File: src/rtl/l2_evict_buffer_if.sv
// L2-controller side of the eviction write buffer: request, victim data and completion.
interface l2_evict_buffer_if #(
    parameter int ADDR_W = 32,
    parameter int LINE_W = 256
);
    logic              physical_read;
    logic              physical_write;
    logic              load_ewb;
    logic [ADDR_W-1:0] physical_address;
    logic [LINE_W-1:0] physical_wdata;
    logic [LINE_W-1:0] physical_rdata;
    logic              physical_resp;
    logic              isEmpty;
    logic              isReady;

    modport master (
        output physical_read, physical_write, load_ewb, physical_address, physical_wdata,
        input  physical_rdata, physical_resp, isEmpty, isReady
    );

    modport slave (
        input  physical_read, physical_write, load_ewb, physical_address, physical_wdata,
        output physical_rdata, physical_resp, isEmpty, isReady
    );
endinterface

File: src/rtl/l2_evict_buffer.sv
// Eviction write buffer: holds dirty L2 victims, drains them to memory when idle,
// and forwards reads from buffered lines on a line-address match.
//
// state    | meaning
// IDLE     | sample requests: read > write (not full) > drain (not empty)
// CAPT     | victim stored at tail, completion pulse
// HIT      | read served from youngest matching entry, completion pulse
// FWD      | read miss, memory read held until mem_resp
// FWD_RESP | memory data returned, completion pulse
// DRAIN    | head entry written to memory, held until mem_resp
module l2_evict_buffer #(
    parameter int DEPTH    = 2,
    parameter int ADDR_W   = 32,
    parameter int LINE_W   = 256,
    parameter int OFFSET_W = 5
) (
    input  logic              clk,
    input  logic              rst_n,
    l2_evict_buffer_if.slave  l2,
    output logic              mem_read,
    output logic              mem_write,
    output logic [ADDR_W-1:0] mem_address,
    output logic [LINE_W-1:0] mem_wdata,
    input  logic [LINE_W-1:0] mem_rdata,
    input  logic              mem_resp
);
    localparam int TAG_W = ADDR_W - OFFSET_W;
    localparam int PTR_W = (DEPTH > 1) ? $clog2(DEPTH) : 1;
    localparam int CNT_W = PTR_W + 1;

    typedef enum logic [2:0] {
        S_IDLE, S_CAPT, S_HIT, S_FWD, S_FWD_RESP, S_DRAIN
    } state_t;

    state_t             state_q, state_d;
    logic [TAG_W-1:0]   tag_q  [DEPTH];
    logic [LINE_W-1:0]  data_q [DEPTH];
    logic [DEPTH-1:0]   valid_q;
    logic [PTR_W-1:0]   head_q, tail_q;
    logic [CNT_W-1:0]   count_q;
    logic [TAG_W-1:0]   req_tag_q;
    logic [LINE_W-1:0]  rdata_q;

    logic [TAG_W-1:0]   req_tag;
    logic [PTR_W-1:0]   idx;
    logic               hit;
    logic [LINE_W-1:0]  hit_data;
    logic               full;
    logic               do_read;
    logic               do_capt;

    assign req_tag = l2.physical_address[ADDR_W-1:OFFSET_W];
    assign full    = (count_q == CNT_W'(DEPTH));
    assign do_read = (state_q == S_IDLE) && l2.physical_read;
    assign do_capt = (state_q == S_IDLE) && !l2.physical_read && l2.physical_write
                     && l2.load_ewb && !full;

    // Walk oldest to youngest so the last match seen is the youngest copy.
    always_comb begin
        hit      = 1'b0;
        hit_data = '0;
        idx      = head_q;
        for (int k = 0; k < DEPTH; k++) begin
            idx = head_q + PTR_W'(k);
            if (valid_q[idx] && (tag_q[idx] == req_tag)) begin
                hit      = 1'b1;
                hit_data = data_q[idx];
            end
        end
    end

    always_ff @(posedge clk) begin
        if (!rst_n) begin
            state_q <= S_IDLE;
        end else begin
            state_q <= state_d;
        end
    end

    always_comb begin
        state_d = state_q;
        case (state_q)
            S_IDLE: begin
                if (l2.physical_read) begin
                    state_d = hit ? S_HIT : S_FWD;
                end else if (do_capt) begin
                    state_d = S_CAPT;
                end else if (count_q != '0) begin
                    state_d = S_DRAIN;
                end
            end
            S_CAPT, S_HIT, S_FWD_RESP: state_d = S_IDLE;
            S_FWD:   if (mem_resp) state_d = S_FWD_RESP;
            S_DRAIN: if (mem_resp) state_d = S_IDLE;
            default: state_d = S_IDLE;
        endcase
    end

    always_ff @(posedge clk) begin
        if (!rst_n) begin
            valid_q   <= '0;
            head_q    <= '0;
            tail_q    <= '0;
            count_q   <= '0;
            req_tag_q <= '0;
            rdata_q   <= '0;
        end else begin
            if (do_read) begin
                req_tag_q <= req_tag;
                if (hit) rdata_q <= hit_data;
            end
            if (do_capt) begin
                valid_q[tail_q] <= 1'b1;
                tail_q          <= tail_q + PTR_W'(1);
                count_q         <= count_q + CNT_W'(1);
            end
            if ((state_q == S_FWD) && mem_resp) begin
                rdata_q <= mem_rdata;
            end
            if ((state_q == S_DRAIN) && mem_resp) begin
                valid_q[head_q] <= 1'b0;
                head_q          <= head_q + PTR_W'(1);
                count_q         <= count_q - CNT_W'(1);
            end
        end
    end

    // Line storage needs no reset: valid_q alone decides what is live.
    always_ff @(posedge clk) begin
        if (do_capt) begin
            tag_q[tail_q]  <= req_tag;
            data_q[tail_q] <= l2.physical_wdata;
        end
    end

    always_comb begin
        l2.physical_resp  = 1'b0;
        l2.physical_rdata = rdata_q;
        l2.isEmpty        = (count_q == '0);
        l2.isReady        = (state_q == S_IDLE);
        mem_read          = 1'b0;
        mem_write         = 1'b0;
        mem_address       = '0;
        mem_wdata         = '0;
        case (state_q)
            S_CAPT, S_HIT, S_FWD_RESP: l2.physical_resp = 1'b1;
            S_FWD: begin
                mem_read    = 1'b1;
                mem_address = {req_tag_q, {OFFSET_W{1'b0}}};
            end
            S_DRAIN: begin
                mem_write   = 1'b1;
                mem_address = {tag_q[head_q], {OFFSET_W{1'b0}}};
                mem_wdata   = data_q[head_q];
            end
            default: ;
        endcase
    end
endmodule

File: src/flat_wrapper.sv
// flat-port wrapper written by rule: the top's interface ports become plain ports
module l2_evict_buffer_flat 
#(
    parameter int DEPTH    = 2,
    parameter int ADDR_W   = 32,
    parameter int LINE_W   = 256,
    parameter int OFFSET_W = 5
)
  (clk, rst_n, mem_read, mem_write, mem_address, mem_wdata, mem_rdata, mem_resp, l2_physical_read, l2_physical_write, l2_load_ewb, l2_physical_address, l2_physical_wdata, l2_physical_rdata, l2_physical_resp, l2_isEmpty, l2_isReady);
  l2_evict_buffer_if #(.ADDR_W(ADDR_W), .LINE_W(LINE_W)) l2_i ();
  input  logic clk;
  input  logic rst_n;
  output logic mem_read;
  output logic mem_write;
  output logic [ADDR_W-1:0] mem_address;
  output logic [LINE_W-1:0] mem_wdata;
  input  logic [LINE_W-1:0] mem_rdata;
  input  logic mem_resp;
  input wire logic [$bits(l2_i.physical_read)-1:0] l2_physical_read;
  input wire logic [$bits(l2_i.physical_write)-1:0] l2_physical_write;
  input wire logic [$bits(l2_i.load_ewb)-1:0] l2_load_ewb;
  input wire logic [$bits(l2_i.physical_address)-1:0] l2_physical_address;
  input wire logic [$bits(l2_i.physical_wdata)-1:0] l2_physical_wdata;
  output wire logic [$bits(l2_i.physical_rdata)-1:0] l2_physical_rdata;
  output wire logic [$bits(l2_i.physical_resp)-1:0] l2_physical_resp;
  output wire logic [$bits(l2_i.isEmpty)-1:0] l2_isEmpty;
  output wire logic [$bits(l2_i.isReady)-1:0] l2_isReady;
  assign l2_i.physical_read = l2_physical_read;
  assign l2_i.physical_write = l2_physical_write;
  assign l2_i.load_ewb = l2_load_ewb;
  assign l2_i.physical_address = l2_physical_address;
  assign l2_i.physical_wdata = l2_physical_wdata;
  assign l2_physical_rdata = l2_i.physical_rdata;
  assign l2_physical_resp = l2_i.physical_resp;
  assign l2_isEmpty = l2_i.isEmpty;
  assign l2_isReady = l2_i.isReady;
  l2_evict_buffer #(.DEPTH(DEPTH), .ADDR_W(ADDR_W), .LINE_W(LINE_W), .OFFSET_W(OFFSET_W)) u_core (.clk(clk), .rst_n(rst_n), .l2(l2_i), .mem_read(mem_read), .mem_write(mem_write), .mem_address(mem_address), .mem_wdata(mem_wdata), .mem_rdata(mem_rdata), .mem_resp(mem_resp));
endmodule
File: config.mk
export PLATFORM = sky130hd
export DESIGN_NAME = l2_evict_buffer_flat
export DESIGN_NICKNAME = d
export VERILOG_FILES = /design/src/rtl/l2_evict_buffer_if.sv /design/src/rtl/l2_evict_buffer.sv /design/src/flat_wrapper.sv
export SDC_FILE = /design/constraint.sdc
export NUM_CORES = 1
export LEC_CHECK = 0
export CAP_MARGIN = 30
export CORE_AREA = 2 2 422 424
export DETAILED_ROUTE_END_ITERATION = 16
export DIE_AREA = 0 0 424 426
export PLACE_DENSITY = 0.46
export SLEW_MARGIN = 10
export SYNTH_ARGS = -nofsm -noshare
export SYNTH_HDL_FRONTEND = slang
export SYNTH_SLANG_ARGS = --single-unit
export TNS_END_PERCENT = 1
File: constraint.sdc
create_clock -name clk -period 20.7 [get_ports clk]
set_input_delay 5.175 -clock clk [delete_from_list [all_inputs] [get_ports clk]]
set_output_delay 5.175 -clock clk [all_outputs]
set_load 0.02 [all_outputs]
==> load_flow_metrics.sql <==
INSERT INTO impl_metrics (metric_group, metric, value, unit) VALUES
('pwr', 'power.share.sequential', '45.9', '%'),
('clocking', 'cts_tree', 'built', ''),
('hold_path', 'worstHoldPathCells', '2', ''),
('hold_path', 'min_path_type', 'reg2reg', ''),
('clocking', 'ctsHoldBuffers', '0', ''),
('logic_synthesis', 'post_synth.cell_area_avg', '12.87', 'um2'),
('floorplan', 'die-width', '424', 'um'),
('logic_synthesis', 'synth_cell_type_count', '39', ''),
('pwr', 'power.combinational.fraction', '11.4', '%'),
('logic_synthesis', 'synthesis.yosys.warnings', '0', ''),
('sta', 'post-route-min-period', '9813', 'ps'),
('global_routing', 'grt_pass1_wl', '216.6', 'mm'),
('sta', 'fmax', '101.9', 'MHz'),
('logic_synthesis', 'post_synth_and_or_nand_nor_area_fraction', '4.667', '%'),
('global_routing', 'track_usage', '16.89', '%'),
('logic_synthesis', 'synth_seq_area_share', '65.90', '%'),
('place', 'numPortBuffers', '1088', ''),
('drt', 'ant_nets', '0', ''),
('worst_setup_path', 'worst_r2r_path_depth', '12', ''),
('pwr', 'p_leak', '15.23', 'nW'),
('drt', 'detail_route.drc_violations', '0', ''),
('clocking', 'clkTransAtPathRegs', '60', 'ps'),
('status', 'outcome', 'complete, no violations', ''),
('logic_synthesis', 'synth_compound_area_share', '16.19', '%'),
('pwr', 'swShare', '24.90', '%'),
('job', 'max_cap_violations', '0', ''),
('pwr', 'ir_drop', '65.79', 'uV'),
('worst_setup_path', 'worst_setup_ep_type', 'flop', ''),
('logic_synthesis', 'synth_enable_flop_cells', '566', ''),
('clocking', 'post_cts.repair.setup_buffers', '0', ''),
('worst_setup_path', 'worst-endpoint-required', '21350', 'ps'),
('pwr', 'clock_network_fraction_of_design_power', '42.7', '%'),
('logic_synthesis', 'yosys.area_share.adder', '0', '%'),
('logic_synthesis', 'synth.cell_area', '0.03469', 'mm2'),
('floorplan', 'die-height', '426', 'um'),
('clocking', 'cts-resized-gates', '0', ''),
('sta', 'layout_worst_path_cycle_share', '47.41', '%'),
('drt', 'detail_route.vias_per_cell', '4.429', ''),
('floorplan', 'num_io_pins', '1099', ''),
('floorplan', 'design.die.area', '0.1806', 'mm2'),
('worst_setup_path', 'critical_path_arrival', '10460', 'ps'),
('floorplan', 'core_area', '0.1757', 'mm2'),
('clocking', 'cts_max_path_buffers', '3', ''),
('sta', 'drv_slew', '0', ''),
('sta', 'setup_viol', '0', ''),
('cells_and_area', 'design.final.nets', '4265', ''),
('worst_setup_path', 'crit_path_max_fanout', '56', ''),
('sta', 'timing.clock.skew', '39.79', 'ps'),
('floorplan', 'initial_core_util', '19.74', '%'),
('logic_synthesis', 'post_synth_inst_count', '2695', ''),
('clocking', 'clk_latency', '740', 'ps'),
('place', 'place.gp.congestion', '0.8358', ''),
('logic_synthesis', 'async_flop_share', '0', '%'),
('global_routing', 'grt_overflow_total', '0', ''),
('clocking', 'root_buffer', 'sky130_fd_sc_hd__clkbuf_16', ''),
('global_routing', 'antenna_found_initial', '28', ''),
('cells_and_area', 'synthToLayoutAreaGrowth', '47.96', '%'),
('clocking', 'cts_htree_levels', '3', ''),
('worst_setup_path', 'setup.worst_path.start_class', 'input pin', ''),
('drt', 'postRouteWirelength', '160.9', 'mm'),
('sta', 'max_slew_margin', '26.99', '%'),
('sta', 'holdWs', '466.1', 'ps'),
('logic_synthesis', 'synth-seq-cells', '859', ''),
('cells_and_area', 'drive_above_1_share', '5.392', '%'),
('drt', 'initial_detailed_routing_violation_count', '1986', ''),
('drt', 'routed-via-count', '27290', ''),
('clocking', 'total_clock_sinks', '859', ''),
('place', 'half_perimeter_wire_length_after_placement', '116.9', 'mm'),
('drt', 'count_of_tritonroute_iterations_in_the_first_routing_pass', '5', ''),
('logic_synthesis', 'muxShareOfSynthArea', '8.944', '%'),
('sta', 'grt_setup_unrepaired', 'false', '');
synthesized netlist by cell type, types with 4 or more instances:
cell type	n	area [um2]
sky130_fd_sc_hd__nor2_1	264	991.0
sky130_fd_sc_hd__buf_4	13	97.59
sky130_fd_sc_hd__buf_1	29	108.9
sky130_fd_sc_hd__o21ai_0	47	235.2
sky130_fd_sc_hd__and2_1	6	37.54
sky130_fd_sc_hd__nand3_1	7	35.03
sky130_fd_sc_hd__nand4_1	4	25.02
sky130_fd_sc_hd__mux2i_1	310	3103
sky130_fd_sc_hd__nor4_1	12	75.07
sky130_fd_sc_hd__a21oi_1	4	20.02
sky130_fd_sc_hd__nand2_1	91	341.6
sky130_fd_sc_hd__a21boi_0	27	202.7
sky130_fd_sc_hd__dfxtp_1	293	5866
sky130_fd_sc_hd__edfxtp_1	566	17000
sky130_fd_sc_hd__nor2b_1	4	25.02
sky130_fd_sc_hd__o21ai_1	240	1201
sky130_fd_sc_hd__clkbuf_1	129	484.2
sky130_fd_sc_hd__a22oi_1	512	3844
sky130_fd_sc_hd__buf_2	50	250.2
sky130_fd_sc_hd__xnor2_1	56	490.5
metrics by stage:
| stage | instances | power, mW | area, um2 | util, % | setup slack, ps |
|---|---|---|---|---|---|
| 3_5_place_dp | 5950 | 2.440 | 48000 | 27.32 | 10010 |
| 4_1_cts | 6141 | 4.246 | 51280 | 29.18 | 10740 |
| 6_report | 6161 | 4.189 | 51330 | 29.21 | 10890 |
| 2_1_floorplan | 2699 | 2.166 | 34710 | - | 675.1 |
| 3_3_place_gp | 5950 | 2.437 | 48000 | 27.32 | 10060 |
| 5_1_grt | 6156 | 4.336 | 51320 | 29.20 | 10560 |
cell type report:
class / count / area (um2)
antenna: 19 / 47.55
clock buffer: 159 / 2982
clock inverter: 32 / 291.5
fill: 18270 / 124400
inverter: 3 / 11.26
multi-input combinational: 1612 / 10900
sequential: 859 / 22870
tap: 2340 / 2928
timing repair buffer: 1137 / 11310
final timing paths:
kind / startpoint / slack, ps / endpoint
max: l2_physical_address[10] / 10890 / u_core.l2.physical_rdata[28]
min: u_core.req_tag_q[16] / 470 / u_core.req_tag_q[16]
max reg2reg: flop / 14150 / u_core.l2.physical_rdata[28]
min reg2reg: u_core.req_tag_q[16] / 470 / u_core.req_tag_q[16]
worst max-delay path, cell delays in order:
cell and delay, ps:
sky130_fd_sc_hd__clkdlybuf4s50_1 580, sky130_fd_sc_hd__xnor2_1 190, sky130_fd_sc_hd__nor4_1 590, sky130_fd_sc_hd__nand2_1 260
sky130_fd_sc_hd__o41ai_4 370, sky130_fd_sc_hd__buf_4 590, sky130_fd_sc_hd__buf_4 690, sky130_fd_sc_hd__buf_4 560
sky130_fd_sc_hd__buf_4 680, sky130_fd_sc_hd__a22oi_1 370, sky130_fd_sc_hd__o21ai_1 220
kinds of logic after synthesis:
| group | count (synthesis) |
|---|---|
| DFF | 859 |
| AOI/OAI and AO/OA | 840 |
| and+or+nand+nor | 400 |
| muxes | 310 |
| buffers and inverters | 228 |
| xor gates and xnor gates | 57 |
| other | 1 |
power by group through the flow:
stage / clock network (mW) / logic [mW] / registers, mW
6_report: 1.79 / 0.479 / 1.92
5_1_grt: 1.90 / 0.508 / 1.93
4_1_cts: 1.84 / 0.485 / 1.92
3_5_place_dp: 0 / 0.483 / 1.96
3_3_place_gp: 0 / 0.481 / 1.96
2_1_floorplan: 0 / 0.180 / 1.99
state kept, by name, summed over array words and instances, names as in the netlist, named ones only:
| signal | count |
|---|---|
| u_core.count_q | 2 |
| u_core.data_q | 512 |
| u_core.head_q | 1 |
| u_core.l2.physical_rdata | 256 |
| u_core.req_tag_q | 27 |
| u_core.state_q | 3 |
| u_core.tag_q | 54 |
| u_core.tail_q | 1 |
| u_core.valid_q | 2 |
cells in the final DEF, fill, tap and decap left out, types with 3 or more instances in the layout:
cell | netlist | final
sky130_fd_sc_hd__edfxtp_1 | 566 | 566
sky130_fd_sc_hd__a21boi_0 | 27 | 27
sky130_fd_sc_hd__bufinv_16 | 0 | 4
sky130_fd_sc_hd__a21oi_1 | 4 | 3
sky130_fd_sc_hd__nor4_1 | 12 | 12
sky130_fd_sc_hd__nand2_1 | 91 | 91
sky130_fd_sc_hd__conb_1 | 1 | 5
sky130_fd_sc_hd__clkbuf_1 | 129 | 40
sky130_fd_sc_hd__o21a_1 | 3 | 3
sky130_fd_sc_hd__nand3_1 | 7 | 7
sky130_fd_sc_hd__clkbuf_16 | 0 | 106
sky130_fd_sc_hd__buf_4 | 13 | 44
sky130_fd_sc_hd__o21ai_0 | 47 | 47
sky130_fd_sc_hd__clkbuf_8 | 0 | 13
sky130_fd_sc_hd__clkinv_1 | 0 | 9
sky130_fd_sc_hd__nand4_1 | 4 | 4
sky130_fd_sc_hd__clkinv_2 | 0 | 12
sky130_fd_sc_hd__and2_1 | 6 | 4
sky130_fd_sc_hd__nor2b_1 | 4 | 3
sky130_fd_sc_hd__inv_1 | 3 | 3
sky130_fd_sc_hd__mux2i_1 | 310 | 310
sky130_fd_sc_hd__diode_2 | 0 | 19
sky130_fd_sc_hd__buf_12 | 0 | 4
sky130_fd_sc_hd__a22oi_1 | 512 | 512
sky130_fd_sc_hd__dfxtp_1 | 293 | 291
sky130_fd_sc_hd__xnor2_1 | 56 | 56
sky130_fd_sc_hd__nor2_1 | 264 | 263
sky130_fd_sc_hd__o21ai_1 | 240 | 240
sky130_fd_sc_hd__clkdlybuf4s50_1 | 0 | 1088
routing by layer:
layer / up-vias / track usage (%) / part of all wire, %
met2: 836 / 29.04 / 51
met5: - / 0 / 0
met3: 166 / 3.662 / 5.6
met4: 0 / 5.374 / 2.3
met1: 13880 / 20.95 / 42
li1: 12400 / - / -
Note: power is estimated with default switching activity, not from simulation.
